### src/rtl/mips_multi_controller_v2_if.sv
// Bus between the multicycle MIPS controller and its datapath/memory port.
// master = controller side, slave = datapath/memory side.
// The trap signal exists only when MIPS_MULTI_CTRL_TRAP_EN is defined.
interface mips_multi_controller_v2_if #(
  parameter int ALUCTL_W = 3
);
  // datapath / memory -> controller
  logic [5:0]          op;
  logic [5:0]          funct;
  logic                zero;
  logic                mem_ready;
  // controller -> datapath / memory
  logic                mem_req;
  logic                pc_en;
  logic                i_or_d;
  logic                mem_write;
  logic                ir_write;
  logic                reg_dst;
  logic                mem_to_reg;
  logic                reg_write;
  logic                alusrc_A;
  logic [1:0]          alusrc_B;
  logic [ALUCTL_W-1:0] alu_control;
  logic [1:0]          pc_src;
  logic [3:0]          state_o;
  logic                mem_timeout;
`ifdef MIPS_MULTI_CTRL_TRAP_EN
  logic                trap;

  modport master (
    input  op, funct, zero, mem_ready,
    output mem_req, pc_en, i_or_d, mem_write, ir_write, reg_dst, mem_to_reg,
           reg_write, alusrc_A, alusrc_B, alu_control, pc_src, state_o,
           mem_timeout, trap
  );
  modport slave (
    output op, funct, zero, mem_ready,
    input  mem_req, pc_en, i_or_d, mem_write, ir_write, reg_dst, mem_to_reg,
           reg_write, alusrc_A, alusrc_B, alu_control, pc_src, state_o,
           mem_timeout, trap
  );
`else
  modport master (
    input  op, funct, zero, mem_ready,
    output mem_req, pc_en, i_or_d, mem_write, ir_write, reg_dst, mem_to_reg,
           reg_write, alusrc_A, alusrc_B, alu_control, pc_src, state_o,
           mem_timeout
  );
  modport slave (
    output op, funct, zero, mem_ready,
    input  mem_req, pc_en, i_or_d, mem_write, ir_write, reg_dst, mem_to_reg,
           reg_write, alusrc_A, alusrc_B, alu_control, pc_src, state_o,
           mem_timeout
  );
`endif
endinterface

### src/rtl/mips_multi_controller_v2.sv
// Multicycle MIPS control FSM (lw, sw, R-type, beq, bne, addi, j) with a
// mem_ready wait-state handshake and an optional wait timeout (TIMEOUT>0).
// Optional feature macro: MIPS_MULTI_CTRL_TRAP_EN adds a TRAP state that
// catches undefined opcodes and unknown R-type functs.
module mips_multi_controller_v2 #(
  parameter int ALUCTL_W = 3,
  parameter int TIMEOUT  = 0
) (
  input  logic                        clk,
  input  logic                        reset,
  mips_multi_controller_v2_if.master  bus
);
  localparam logic [3:0] S_FETCH  = 4'd0,  S_DECODE = 4'd1,  S_MEMADR = 4'd2,
                         S_MEMRD  = 4'd3,  S_MEMWB  = 4'd4,  S_MEMWR  = 4'd5,
                         S_EXEC   = 4'd6,  S_ALUWB  = 4'd7,  S_BEQ    = 4'd8,
                         S_BNE    = 4'd9,  S_ADDIEX = 4'd10, S_ADDIWB = 4'd11,
                         S_JUMP   = 4'd12, S_TRAP   = 4'd13;
  localparam logic [2:0] ALU_ADD = 3'b010, ALU_SUB = 3'b110, ALU_AND = 3'b000,
                         ALU_OR  = 3'b001, ALU_SLT = 3'b111;
  localparam int CNT_W = (TIMEOUT > 1) ? $clog2(TIMEOUT + 1) : 1;

  logic [3:0]       state_q, state_d;
  logic [CNT_W-1:0] wait_q, wait_d;
  logic             waiting, timeout;
  logic [2:0]       funct_alu;
  logic             funct_known;

  // Strobes before reset/timeout gating
  logic pc_write, branch, branch_ne, mem_req, i_or_d, mem_write, ir_write;
  logic reg_dst, mem_to_reg, reg_write, alusrc_a, trap;
  logic [1:0] alusrc_b, pc_src;
  logic [2:0] alu3;
  logic [ALUCTL_W-1:0] alu_ext;
  logic pc_en_o, ir_write_o, mem_write_o, reg_write_o, mem_req_o, timeout_o;

  // State and wait counter, asynchronously forced to FETCH / 0 by reset
  always_ff @(posedge clk or posedge reset) begin
    if (reset) begin
      state_q <= S_FETCH;
      wait_q  <= '0;
    end else begin
      state_q <= state_d;
      wait_q  <= wait_d;
    end
  end

  // Memory wait tracking: abort once TIMEOUT consecutive unready cycles pass
  always_comb begin
    waiting = (state_q == S_FETCH) || (state_q == S_MEMRD) || (state_q == S_MEMWR);
    timeout = (TIMEOUT > 0) && waiting && (wait_q == CNT_W'(TIMEOUT));
    wait_d  = '0;
    if ((TIMEOUT > 0) && waiting && !bus.mem_ready && !timeout && (state_d == state_q))
      wait_d = wait_q + CNT_W'(1);
  end

  // R-type funct decode into the 3-bit ALU code
  always_comb begin
    funct_known = 1'b1;
    case (bus.funct)
      6'b100000: funct_alu = ALU_ADD;
      6'b100010: funct_alu = ALU_SUB;
      6'b100100: funct_alu = ALU_AND;
      6'b100101: funct_alu = ALU_OR;
      6'b101010: funct_alu = ALU_SLT;
      default: begin
        funct_alu   = ALU_ADD;
        funct_known = 1'b0;
      end
    endcase
  end

  // Next-state logic; a timeout abort always restarts at FETCH
  always_comb begin
    state_d = state_q;
    case (state_q)
      S_FETCH:  if (bus.mem_ready) state_d = S_DECODE;
      S_DECODE: begin
        case (bus.op)
          6'b100011, 6'b101011: state_d = S_MEMADR;
          6'b000000:            state_d = S_EXEC;
          6'b000100:            state_d = S_BEQ;
          6'b000101:            state_d = S_BNE;
          6'b001000:            state_d = S_ADDIEX;
          6'b000010:            state_d = S_JUMP;
`ifdef MIPS_MULTI_CTRL_TRAP_EN
          default:              state_d = S_TRAP;
`else
          default:              state_d = S_FETCH;
`endif
        endcase
      end
      S_MEMADR: state_d = (bus.op == 6'b101011) ? S_MEMWR : S_MEMRD;
      S_MEMRD:  if (bus.mem_ready) state_d = S_MEMWB;
      S_MEMWR:  if (bus.mem_ready) state_d = S_FETCH;
`ifdef MIPS_MULTI_CTRL_TRAP_EN
      S_EXEC:   state_d = funct_known ? S_ALUWB : S_TRAP;
      S_TRAP:   state_d = S_TRAP;
`else
      S_EXEC:   state_d = S_ALUWB;
`endif
      S_ADDIEX: state_d = S_ADDIWB;
      default:  state_d = S_FETCH;
    endcase
    if (timeout) state_d = S_FETCH;
  end

  // Moore strobe decode, then FETCH/timeout/reset gating of the write strobes
  always_comb begin
    pc_write = 1'b0; branch = 1'b0; branch_ne = 1'b0; mem_req = 1'b0;
    i_or_d = 1'b0; mem_write = 1'b0; ir_write = 1'b0; reg_dst = 1'b0;
    mem_to_reg = 1'b0; reg_write = 1'b0; alusrc_a = 1'b0; trap = 1'b0;
    alusrc_b = 2'b00; pc_src = 2'b00; alu3 = 3'b000;
    case (state_q)
      S_FETCH: begin
        mem_req = 1'b1; alusrc_b = 2'b01; alu3 = ALU_ADD;
        ir_write = bus.mem_ready; pc_write = bus.mem_ready;
      end
      S_DECODE: begin alusrc_b = 2'b11; alu3 = ALU_ADD; end
      S_MEMADR: begin alusrc_a = 1'b1; alusrc_b = 2'b10; alu3 = ALU_ADD; end
      S_MEMRD:  begin mem_req = 1'b1; i_or_d = 1'b1; end
      S_MEMWB:  begin reg_write = 1'b1; mem_to_reg = 1'b1; end
      S_MEMWR:  begin mem_req = 1'b1; i_or_d = 1'b1; mem_write = 1'b1; end
      S_EXEC:   begin alusrc_a = 1'b1; alu3 = funct_alu; end
      S_ALUWB:  begin reg_write = 1'b1; reg_dst = 1'b1; end
      S_BEQ:    begin alusrc_a = 1'b1; alu3 = ALU_SUB; pc_src = 2'b01; branch = 1'b1; end
      S_BNE:    begin alusrc_a = 1'b1; alu3 = ALU_SUB; pc_src = 2'b01; branch_ne = 1'b1; end
      S_ADDIEX: begin alusrc_a = 1'b1; alusrc_b = 2'b10; alu3 = ALU_ADD; end
      S_ADDIWB: reg_write = 1'b1;
      S_JUMP:   begin pc_src = 2'b10; pc_write = 1'b1; end
      S_TRAP:   trap = 1'b1;
      default:  ;
    endcase
    // An aborted access neither requests memory nor commits anything
    if (timeout) begin
      mem_req = 1'b0; mem_write = 1'b0; ir_write = 1'b0; pc_write = 1'b0;
    end
    pc_en_o     = !reset && (pc_write || (branch && bus.zero) || (branch_ne && !bus.zero));
    ir_write_o  = !reset && ir_write;
    mem_write_o = !reset && mem_write;
    reg_write_o = !reset && reg_write;
    mem_req_o   = !reset && mem_req;
    timeout_o   = !reset && timeout;
    alu_ext      = '0;
    alu_ext[2:0] = alu3;
  end

  assign bus.pc_en       = pc_en_o;
  assign bus.ir_write    = ir_write_o;
  assign bus.mem_write   = mem_write_o;
  assign bus.reg_write   = reg_write_o;
  assign bus.mem_req     = mem_req_o;
  assign bus.mem_timeout = timeout_o;
  assign bus.i_or_d      = i_or_d;
  assign bus.reg_dst     = reg_dst;
  assign bus.mem_to_reg  = mem_to_reg;
  assign bus.alusrc_A    = alusrc_a;
  assign bus.alusrc_B    = alusrc_b;
  assign bus.alu_control = alu_ext;
  assign bus.pc_src      = pc_src;
  assign bus.state_o     = state_q;
`ifdef MIPS_MULTI_CTRL_TRAP_EN
  assign bus.trap        = trap;
`else
  logic unused_trap;
  assign unused_trap = trap;
`endif
endmodule

### src/flat_wrapper.sv
// flat-port wrapper written by rule: the top's interface ports become plain ports
module mips_multi_controller_v2_flat 
#(
  parameter int ALUCTL_W = 3,
  parameter int TIMEOUT  = 0
)
  (clk, reset, bus_op, bus_funct, bus_zero, bus_mem_ready, bus_mem_req, bus_pc_en, bus_i_or_d, bus_mem_write, bus_ir_write, bus_reg_dst, bus_mem_to_reg, bus_reg_write, bus_alusrc_A, bus_alusrc_B, bus_alu_control, bus_pc_src, bus_state_o, bus_mem_timeout);
  mips_multi_controller_v2_if #(.ALUCTL_W(ALUCTL_W)) bus_i ();
  input  logic clk;
  input  logic reset;
  input wire logic [$bits(bus_i.op)-1:0] bus_op;
  input wire logic [$bits(bus_i.funct)-1:0] bus_funct;
  input wire logic [$bits(bus_i.zero)-1:0] bus_zero;
  input wire logic [$bits(bus_i.mem_ready)-1:0] bus_mem_ready;
  output wire logic [$bits(bus_i.mem_req)-1:0] bus_mem_req;
  output wire logic [$bits(bus_i.pc_en)-1:0] bus_pc_en;
  output wire logic [$bits(bus_i.i_or_d)-1:0] bus_i_or_d;
  output wire logic [$bits(bus_i.mem_write)-1:0] bus_mem_write;
  output wire logic [$bits(bus_i.ir_write)-1:0] bus_ir_write;
  output wire logic [$bits(bus_i.reg_dst)-1:0] bus_reg_dst;
  output wire logic [$bits(bus_i.mem_to_reg)-1:0] bus_mem_to_reg;
  output wire logic [$bits(bus_i.reg_write)-1:0] bus_reg_write;
  output wire logic [$bits(bus_i.alusrc_A)-1:0] bus_alusrc_A;
  output wire logic [$bits(bus_i.alusrc_B)-1:0] bus_alusrc_B;
  output wire logic [$bits(bus_i.alu_control)-1:0] bus_alu_control;
  output wire logic [$bits(bus_i.pc_src)-1:0] bus_pc_src;
  output wire logic [$bits(bus_i.state_o)-1:0] bus_state_o;
  output wire logic [$bits(bus_i.mem_timeout)-1:0] bus_mem_timeout;
  assign bus_i.op = bus_op;
  assign bus_i.funct = bus_funct;
  assign bus_i.zero = bus_zero;
  assign bus_i.mem_ready = bus_mem_ready;
  assign bus_mem_req = bus_i.mem_req;
  assign bus_pc_en = bus_i.pc_en;
  assign bus_i_or_d = bus_i.i_or_d;
  assign bus_mem_write = bus_i.mem_write;
  assign bus_ir_write = bus_i.ir_write;
  assign bus_reg_dst = bus_i.reg_dst;
  assign bus_mem_to_reg = bus_i.mem_to_reg;
  assign bus_reg_write = bus_i.reg_write;
  assign bus_alusrc_A = bus_i.alusrc_A;
  assign bus_alusrc_B = bus_i.alusrc_B;
  assign bus_alu_control = bus_i.alu_control;
  assign bus_pc_src = bus_i.pc_src;
  assign bus_state_o = bus_i.state_o;
  assign bus_mem_timeout = bus_i.mem_timeout;
  mips_multi_controller_v2 #(.ALUCTL_W(ALUCTL_W), .TIMEOUT(TIMEOUT)) u_core (.clk(clk), .reset(reset), .bus(bus_i));
endmodule
### config.mk
export PLATFORM = sky130hd
export DESIGN_NAME = mips_multi_controller_v2_flat
export DESIGN_NICKNAME = d
export VERILOG_FILES = /design/src/rtl/mips_multi_controller_v2_if.sv /design/src/rtl/mips_multi_controller_v2.sv /design/src/flat_wrapper.sv
export SDC_FILE = /design/constraint.sdc
export NUM_CORES = 1
export LEC_CHECK = 0
export BUFFER_PORTS_ARGS = -buffer_cell sky130_fd_sc_hd__buf_2
export CAP_MARGIN = 0
export CORE_MARGIN = 5
export CORE_UTILIZATION = 39
export DETAILED_ROUTE_END_ITERATION = 10
export PLACE_DENSITY = 0.75
export RECOVER_POWER = 50
export SYNTH_ARGS = -nofsm -noshare
export SYNTH_HDL_FRONTEND = slang
export SYNTH_SLANG_ARGS = --single-unit
### constraint.sdc
create_clock -name clk -period 1.5 [get_ports clk]
set_clock_uncertainty 0.15 [all_clocks]
set_input_delay 0.075 -clock clk [delete_from_list [all_inputs] [get_ports clk]]
set_output_delay 0.075 -clock clk [all_outputs]
set_load 0.01 [all_outputs]
### Yosys cells after proc, flatten, opt, wreduce, memory -nomap -nowiden

Index checks and enable logic that the tools add are counted.
W data, S select, Z words.

* reductions and logical operators: 22
* equality and inequality tests: 25
* muxes and demuxes: 21

Operators with widths (count)
* $eq A6 B6 Y1 const B: 6
* $pmux W4 S7: 1
* $pmux W4 S6: 1
* $eq A4 B4 Y1 const B: 5
* $eq A4 B3 Y1 const B: 4
* $eq A6 B3 Y1 const B: 2
* $mux W4: 3
* $pmux W3 S4: 1
* $mux W1: 10
* $pmux W3 S3: 1
* $eq A4 B2 Y1 const B: 2
* $reduce_or A2 Y1: 4
* $logic_and A1 B1 Y1: 7
* $eq A6 B2 Y1 const B: 1
* $eq A6 B4 Y1 const B: 1
* $logic_not A6 Y1: 1
* $ne A2 B2 Y1 const B: 3
* $pmux W2 S3: 1
* $reduce_or A3 Y1: 2
* $reduce_or A5 Y1: 1
* $eq A4 B1 Y1 const B: 1
* $logic_not A4 Y1: 1
* $pmux W2 S2: 1
* $reduce_or A4 Y1: 1
* 5 further kinds: 7

* bits of input ports: 16
* bits in registers: 4
* output and inout bits: 21

### Longest topological paths before layout

Gate-level depths: netlist (run 1).

* depth in word-level cells: 6
* depth in mapped cells: 5
* depth with buffers taken out: 3

### Worst setup path before layout (run 1)

Ideal clock, no wire load.

* path kind: reg-to-output
* start: register u_core.state_q[2], in the netlist u_core.bus.state_o[2]
* end: output port bus_mem_req
* arrival time: 1.335 ns
* cell stages (with the launch flop): 5
* setup slack: -0.060 ns
* buffers on the path: 2
* data required time: 1.275 ns
* path through: dfrtp_1 clkbuf_1 buf_2 nand3b_1 a211oi_1

* word-level cells in the longest chain between the ends: 4
* elaborated cells on any way between the ends: 6
* those cells by class: 2 x eq/ne; 1 x mux; 3 x reduce/logical

RTL lines
* start: declaration: RTL line mips_multi_controller_v2.sv:22 `logic [3:0] state_q, state_d;`
* start signal: assignment: RTL line mips_multi_controller_v2.sv:42 `state_q <= state_d;`
* $eq A4 B3 Y1 (tied with other cells)
* $reduce_or A3 Y1 (no line) *
* $mux W1 *: RTL line mips_multi_controller_v2.sv:113 `case (state_q)`
* $logic_and A1 B1 Y1 *: RTL line mips_multi_controller_v2.sv:141 `mem_req_o = !reset && mem_req;`
* end: declaration: RTL line flat_wrapper.sv:15 `output wire logic [$bits(bus_i.mem_req)-1:0] bus_mem_req;`

Mark *: on every way between the ends. The rest lies on a longest branch, timed or not.

### Final worst setup path (run 1)

* start: register u_core.state_q[3], in the netlist u_core.bus.state_o[3]
* end: output port bus_pc_en

* word-level cells in the longest chain between the ends: 6
* elaborated cells on any way between the ends: 12
* those cells by class: 3 x eq/ne; 3 x mux; 6 x reduce/logical

RTL lines
* $eq A4 B4 Y1: RTL line mips_multi_controller_v2.sv:113
* $mux W1: RTL line mips_multi_controller_v2.sv:113
* $logic_and A1 B1 Y1: RTL line mips_multi_controller_v2.sv:137 `pc_en_o = !reset && (pc_write || (branch && bus.zero) || (branch_ne && !bus.zero));`
* $logic_or A1 B1 Y1: RTL line mips_multi_controller_v2.sv:137
* $logic_or A1 B1 Y1 *: RTL line mips_multi_controller_v2.sv:137
* $logic_and A1 B1 Y1 *: RTL line mips_multi_controller_v2.sv:137
* end: declaration: RTL line flat_wrapper.sv:16 `output wire logic [$bits(bus_i.pc_en)-1:0] bus_pc_en;`

Marks and branches as above.

==> flow_metrics.env, run 1 <==
export IMPL_area_delta_synth_final_pct=98.9
export IMPL_antennaDiodeCount=0
export IMPL_synthesis_nets=105
export IMPL_data_required_time_at_the_worst_endpoint_ns=1.27
export IMPL_slew_violations=0
export IMPL_synth_top_flop_cell="dfrtp_1"
export IMPL_synthesis_yosys_warnings=0
export IMPL_clock_sinks=4
export IMPL_core_region_area_um2=1560
export IMPL_synth_distinct_cells=47
export IMPL_worst_r2r_path_depth=4
export IMPL_routed_wl_um=3350
export IMPL_clock_tree_root_cell="clkbuf_4"
export IMPL_die_width_um=51
export IMPL_grt_max_degree=11
export IMPL_numPortBuffers=35
export IMPL_critical_path_endpoint_type="primary output"
export IMPL_timing_critical_path_arrival_ns=1.64
export IMPL_initial_antenna_violation_count=0
export IMPL_drive_gt1_share_pct=68.7
export IMPL_final_min_clock_period_ns=1.86
export IMPL_criticalPathCategory="reg -> out"
export IMPL_finalInstanceArea_um2=1300
export IMPL_routed_wire_per_std_cell_um=20.2
export IMPL_route_detailed_vias_per_inst=6.30
export IMPL_dp_cells=150
export IMPL_post_synth_main_area_contributors="dfrtp_1 (15%), nor4bb_1 (4.6%), nand3b_1 (4.6%), nor2_1 (4.0%), a21oi_1 (3.8%)"
export IMPL_drt_met1_wl_um=1300
export IMPL_grt_first_pass_wirelength_um=3930
export IMPL_reg2reg_setup_slack_ns=-0.25
export IMPL_hp_class="in -> reg"
export IMPL_largest_reg_flops=4
export IMPL_synth_cell_area_um2=656
export IMPL_min_delay_worst_endpoint="u_core.bus.state_o[2]"
export IMPL_worst_path_max_fanout=4
export IMPL_starting_density_pct=42.1
export IMPL_synth_ff_latch_count=4
export IMPL_worst_r2r_startpoint="u_core.bus.state_o[3]"
export IMPL_worstHoldPathCells=3
export IMPL_violations="negative setup slack"
export IMPL_clk_latency_ns=0.24
export IMPL_worst_setup_hold_path_clk_slew_ns=0.04
export IMPL_first_global_vias=883
export IMPL_topRoutingLayerUsed="met4"
export IMPL_run_status="finished with violations"
export IMPL_p_leak_nw=0.626
export IMPL_post_layout_total_power_mw=1.97
export IMPL_detailedRoute_firstIterationViolations=28
export IMPL_synthArstFlopShare_pct=100
export IMPL_rr_endpoint="u_core.bus.state_o[1]"
export IMPL_die_h_um=51
export IMPL_floorplan_io_pins=37
export IMPL_hpwlAfterDp_um=1780
export IMPL_min_period_over_period_pct=124
export IMPL_routabilityCongestion=0.836
export IMPL_synth_largest_area_cell="dfrtp_1"
export IMPL_area_post_placement_um2=956
export IMPL_post_synth_top_area_fraction_pct=15.3
export IMPL_htree_levels=1
export IMPL_crit_path_start_kind="register"
export IMPL_power_density_cell_area_nw_per_um2=1510
export IMPL_detailedPlace_worstSlack_ns=-0.0239
export IMPL_tritoncts_num_buffers=3
export IMPL_met2_wirelength_um=1670
export IMPL_postRouteAntennaNets=0
export IMPL_rsz0062_at_grt="yes"
export IMPL_yosys_cell_count_top_type="nor2_1"
export IMPL_cap_viol_max_count=0
export IMPL_die_area_um2=2600
export IMPL_timing_final_hold_violations=0
export IMPL_met3_wirelength_um=266
export IMPL_ir_worst_vdd_v=0.000855
export IMPL_synth_edf_count=0
export IMPL_tritoncts_clock_tree="yes"
export IMPL_grt_overflow=0
export IMPL_setup_ws_ns=-0.361
export IMPL_routed_via_count=1046
export IMPL_final_instance_count_excl_fill=166
export IMPL_seq_area_frac_synth_pct=15.3
export IMPL_first_pass_iters=4
export IMPL_netlist_top_cells_count="nor2_1 (7), a21oi_1 (5)"
export IMPL_rows=14
export IMPL_design_final_nets=168
export IMPL_fmaxAchievable_mhz=537
export IMPL_synthCells=89
export IMPL_nFillCells=88
export IMPL_hold_start="bus_op[5]"
export IMPL_synth_area_per_cell_um2=7.37
export IMPL_groute_usage_overall_pct=19.5
export IMPL_finalSetupViolations=18
export IMPL_cts_max_path_buffers=2
export IMPL_drc_errors=0
## cells in the final DEF, fill, tap and decap left out, types with 3 or more instances in the layout
cell type / n
nor3_2: 3
clkbuf_4: 3
buf_2: 33
nand3b_1: 4
a21o_1: 3
a21oi_1: 4
buf_6: 10
nor2_4: 4
nor2_1: 3
dfrtp_2: 3
buf_4: 22
## metal layers
metal | GRT usage, % | vias up
met5 | 0 | -
met1 | 22.2 | 500
met2 | 36.1 | 71
met4 | 7.17 | 0
li1 | - | 463
met3 | 3.49 | 12
## worst max path at each step
stage | slack, ns | start | to | depth (start not counted)
final | -0.36 | u_core.bus.state_o[3] | bus_pc_en | 4
after global routing | -0.41 | u_core.bus.state_o[0] | bus_pc_en | 4
after CTS | -0.24 | u_core.bus.state_o[0] | bus_pc_en | 4
after detailed placement | -0.02 | u_core.bus.state_o[1] | bus_alu_control[1] | 5
after global placement | -0.01 | u_core.bus.state_o[2] | u_core.bus.state_o[1] | 3
after floorplan | 0.02 | u_core.bus.state_o[3] | bus_pc_en | 4
## layout make-up
cell class / instances / area, um2 / share of cell area [%]
multi-input cells: 73 / 671 / 51.4
clock buffers: 3 / 22.5 / 1.73
inverters: 3 / 13.8 / 1.06
repair buffers: 67 / 473 / 36.3
well taps: 16 / 20.0 / 1.54
flip-flops and latches: 4 / 104 / 7.97
## repair_timing
action | CTS | global route
buffers inserted | 5 | 7
hold buffers | 1 | 0
gates resized for setup | 15 | 35
pin swaps | 0 | 9
endpoints found under the setup margin | 17 | 19
hold endpoints to repair | 4 | 0
## power by group
group,internal [mW],leakage (nW),switching (mW)
Sequential,0.146,0.0494,0.0732
Clock,0.0901,0.0138,0.0527
Combinational,0.843,0.562,0.769
Total,1.08,0.626,0.895
## kinds of logic (layout without fill, tap and decap cells)
kind of cell              Yosys count  after routing  share of synthesized area, %
AOI/OAI and AO/OA                  25             25                          29.0
xor gates and xnor gates            2              2                          2.67
buffers and inverters              12             73                          8.21
DFF                                 4              4                          15.3
muxes                               1              1                          1.53
other                               1              1                         0.572
and+or+nand+nor                    44             44                          42.8
## metrics by stage
step / utilization (%) / setup TNS [ns] / hold slack [ns]
floorplan: - / 0 / -0.304
global placement: 61.3 / -0.0150 / -0.120
detailed placement: 61.3 / -0.0355 / -0.125
CTS: 69.5 / -1.50 / 0.0253
global route: 83.6 / -4.19 / 0.0523
finish: 83.6 / -3.31 / 0.0406
## worst max-delay path, cell delays in order, from the launching register on
cell	delay, ns
dfrtp_1	0.41
or3b_1	0.39
a21o_1	0.19
a211oi_2	0.23
buf_2	0.18
No activity file was read; power rests on OpenSTA's default activity.
==> run 2, diff against run 1 <==
--- a/config.mk
+++ b/config.mk
@@ -8,9 +8,9 @@
 export BUFFER_PORTS_ARGS = -buffer_cell sky130_fd_sc_hd__buf_2
 export CAP_MARGIN = 0
 export CORE_MARGIN = 5
-export CORE_UTILIZATION = 39
+export CORE_UTILIZATION = 46
 export DETAILED_ROUTE_END_ITERATION = 10
-export PLACE_DENSITY = 0.75
+export PLACE_DENSITY = 0.83
 export RECOVER_POWER = 50
 export SYNTH_ARGS = -nofsm -noshare
 export SYNTH_HDL_FRONTEND = slang
==> constraint.sdc (replaced) <==
create_clock -name clk -period 2.23 [get_ports clk]
set_clock_uncertainty 0.15 [all_clocks]
set_input_delay 0.1115 -clock clk [delete_from_list [all_inputs] [get_ports clk]]
set_output_delay 0.1115 -clock clk [all_outputs]
set_load 0.005 [all_outputs]
==> flow_metrics.env, run 2 (synthesis results as in run 1) <==
export IMPL_run_status="finished, final reports clean"
export IMPL_first_global_vias=648
export IMPL_clock_tree_root_cell="clkbuf_4"
export IMPL_initial_antenna_violation_count=0
export IMPL_hpwlAfterDp_um=1470
export IMPL_routed_wire_per_std_cell_um=14.0
export IMPL_routabilityCongestion=0.890
export IMPL_setup_ws_ns=0.197
export IMPL_rr_endpoint="u_core.bus.state_o[1]"
export IMPL_data_required_time_at_the_worst_endpoint_ns=1.97
export IMPL_criticalPathCategory="reg -> out"
export IMPL_p_leak_nw=0.390
export IMPL_rsz0062_at_grt="no"
export IMPL_most_common_layout_cells="buf_2 (30), nor2_1 (7), a21oi_1 (5), clkbuf_1 (5)"
export IMPL_nFillCells=123
export IMPL_cts_max_path_buffers=2
export IMPL_finalSetupViolations=0
export IMPL_power_density_cell_area_nw_per_um2=848
export IMPL_worst_slew_pin_slew_ns=0.672
export IMPL_die_area_um2=2280
export IMPL_routed_via_count=792
export IMPL_post_cts_setup_buffers=0
export IMPL_reg2reg_setup_slack_ns=0.53
export IMPL_min_period_over_period_pct=91.2
export IMPL_numPortBuffers=35
export IMPL_fmaxAchievable_mhz=492
export IMPL_mostFrequentLayoutCell="buf_2"
export IMPL_grt_overflow=0
export IMPL_detailedPlace_worstSlack_ns=0.467
export IMPL_slew_violations=0
export IMPL_worst_r2r_path_depth=3
export IMPL_ir_worst_vdd_v=0.000345
export IMPL_slew_headroom_pct=55.2
export IMPL_routed_wl_um=1900
export IMPL_largest_reg_flops=4
export IMPL_tritoncts_clock_tree="yes"
export IMPL_die_width_um=47.8
export IMPL_first_pass_iters=4
export IMPL_final_min_clock_period_ns=2.03
export IMPL_crit_start="u_core.bus.state_o[2]"
export IMPL_drc_errors=0
export IMPL_hold_start="bus_op[5]"
export IMPL_worst_setup_hold_path_clk_slew_ns=0.04
export IMPL_design_final_nets=138
export IMPL_floorplan_io_pins=37
export IMPL_setup_total_negative_slack_ns=0
export IMPL_multi_input_area_um2=502
export IMPL_core_region_area_um2=1320
export IMPL_cts_resized_gates=0
export IMPL_drive_gt1_share_pct=30.8
export IMPL_starting_density_pct=49.8
export IMPL_postRouteAntennaNets=0
export IMPL_worst_r2r_startpoint="u_core.bus.state_o[2]"
export IMPL_hp_class="in -> reg"
export IMPL_rows=13
export IMPL_grt_first_pass_wirelength_um=2840
export IMPL_area_sequential_um2=100
export IMPL_post_layout_total_power_mw=0.713
export IMPL_clock_sinks=4
export IMPL_route_detailed_vias_per_inst=5.87
export IMPL_finalInstanceArea_um2=841
export IMPL_tritoncts_num_buffers=3
export IMPL_critical_path_endpoint_type="primary output"
export IMPL_die_h_um=47.8
export IMPL_detailedRoute_firstIterationViolations=12
export IMPL_worst_path_max_fanout=23
export IMPL_timing_final_hold_violations=0
export IMPL_area_post_placement_um2=815
export IMPL_cap_viol_max_count=0
export IMPL_groute_usage_overall_pct=16.7
export IMPL_cts_hold_buf=1
export IMPL_clk_latency_ns=0.23
export IMPL_worstHoldPathCells=3
export IMPL_htree_levels=1
export IMPL_antennaDiodeCount=0
export IMPL_critical_path_endpoint="bus_alu_control[0]"
export IMPL_grt_max_degree=24
export IMPL_timing_critical_path_arrival_ns=1.77
export IMPL_crit_path_start_kind="register"
export IMPL_area_delta_synth_final_pct=28.2
==> run 2: changes by cell type in the layout (fill, tap and decap cells not counted), sizes merged <==
cell    delta
clkbuf     +5
buf       -35
==> run 2: critical path, cell delays in order (launching register included) <==
cell      delay [ns]
dfrtp_1         0.77
nand2b_1        0.23
nor3_1          0.23
nor2b_1         0.18
buf_2           0.13
==> run 2: area by class of cell <==
cell class / count / share of cell area [%]
Clock buffer: 3 / 2.68
Inverter: 3 / 1.34
Multi-Input combinational cell: 73 / 59.7
Sequential cell: 4 / 11.9
Tap cell: 15 / 2.23
Timing Repair Buffer: 37 / 22.2
==> run 2: per-layer routing <==
layer	global-route usage, %	vias up	part of all wire, %
met5	0	-	0
met4	3.23	0	0
met3	1.13	0	11
met2	29.3	36	45
met1	22.5	356	44
li1	-	400	-
==> run 2: through the flow <==
step	hold WS [ns]	util [%]	cells
after detailed placement	-0.0986	61.8	131
after floorplan	-0.267	-	89
after global placement	-0.103	61.8	131
after global routing	0.0796	63.8	135
final	0.0585	63.8	135
after CTS	0.0562	64.3	135
==> run 2: how the worst min path moves through the flow <==
stage	to	slack, ns
final	u_core.bus.state_o[2]	0.06
after global placement	u_core.bus.state_o[0]	-0.10
after global routing	u_core.bus.state_o[2]	0.08
after floorplan	u_core.bus.state_o[0]	-0.27
after detailed placement	u_core.bus.state_o[0]	-0.1
after CTS	u_core.bus.state_o[2]	0.06
==> run 2: where the power goes <==
group	internal (mW)	total (mW)	switching, mW
Clock	0.0601	0.0879	0.0278
Sequential	0.0924	0.195	0.102
Combinational	0.226	0.430	0.204
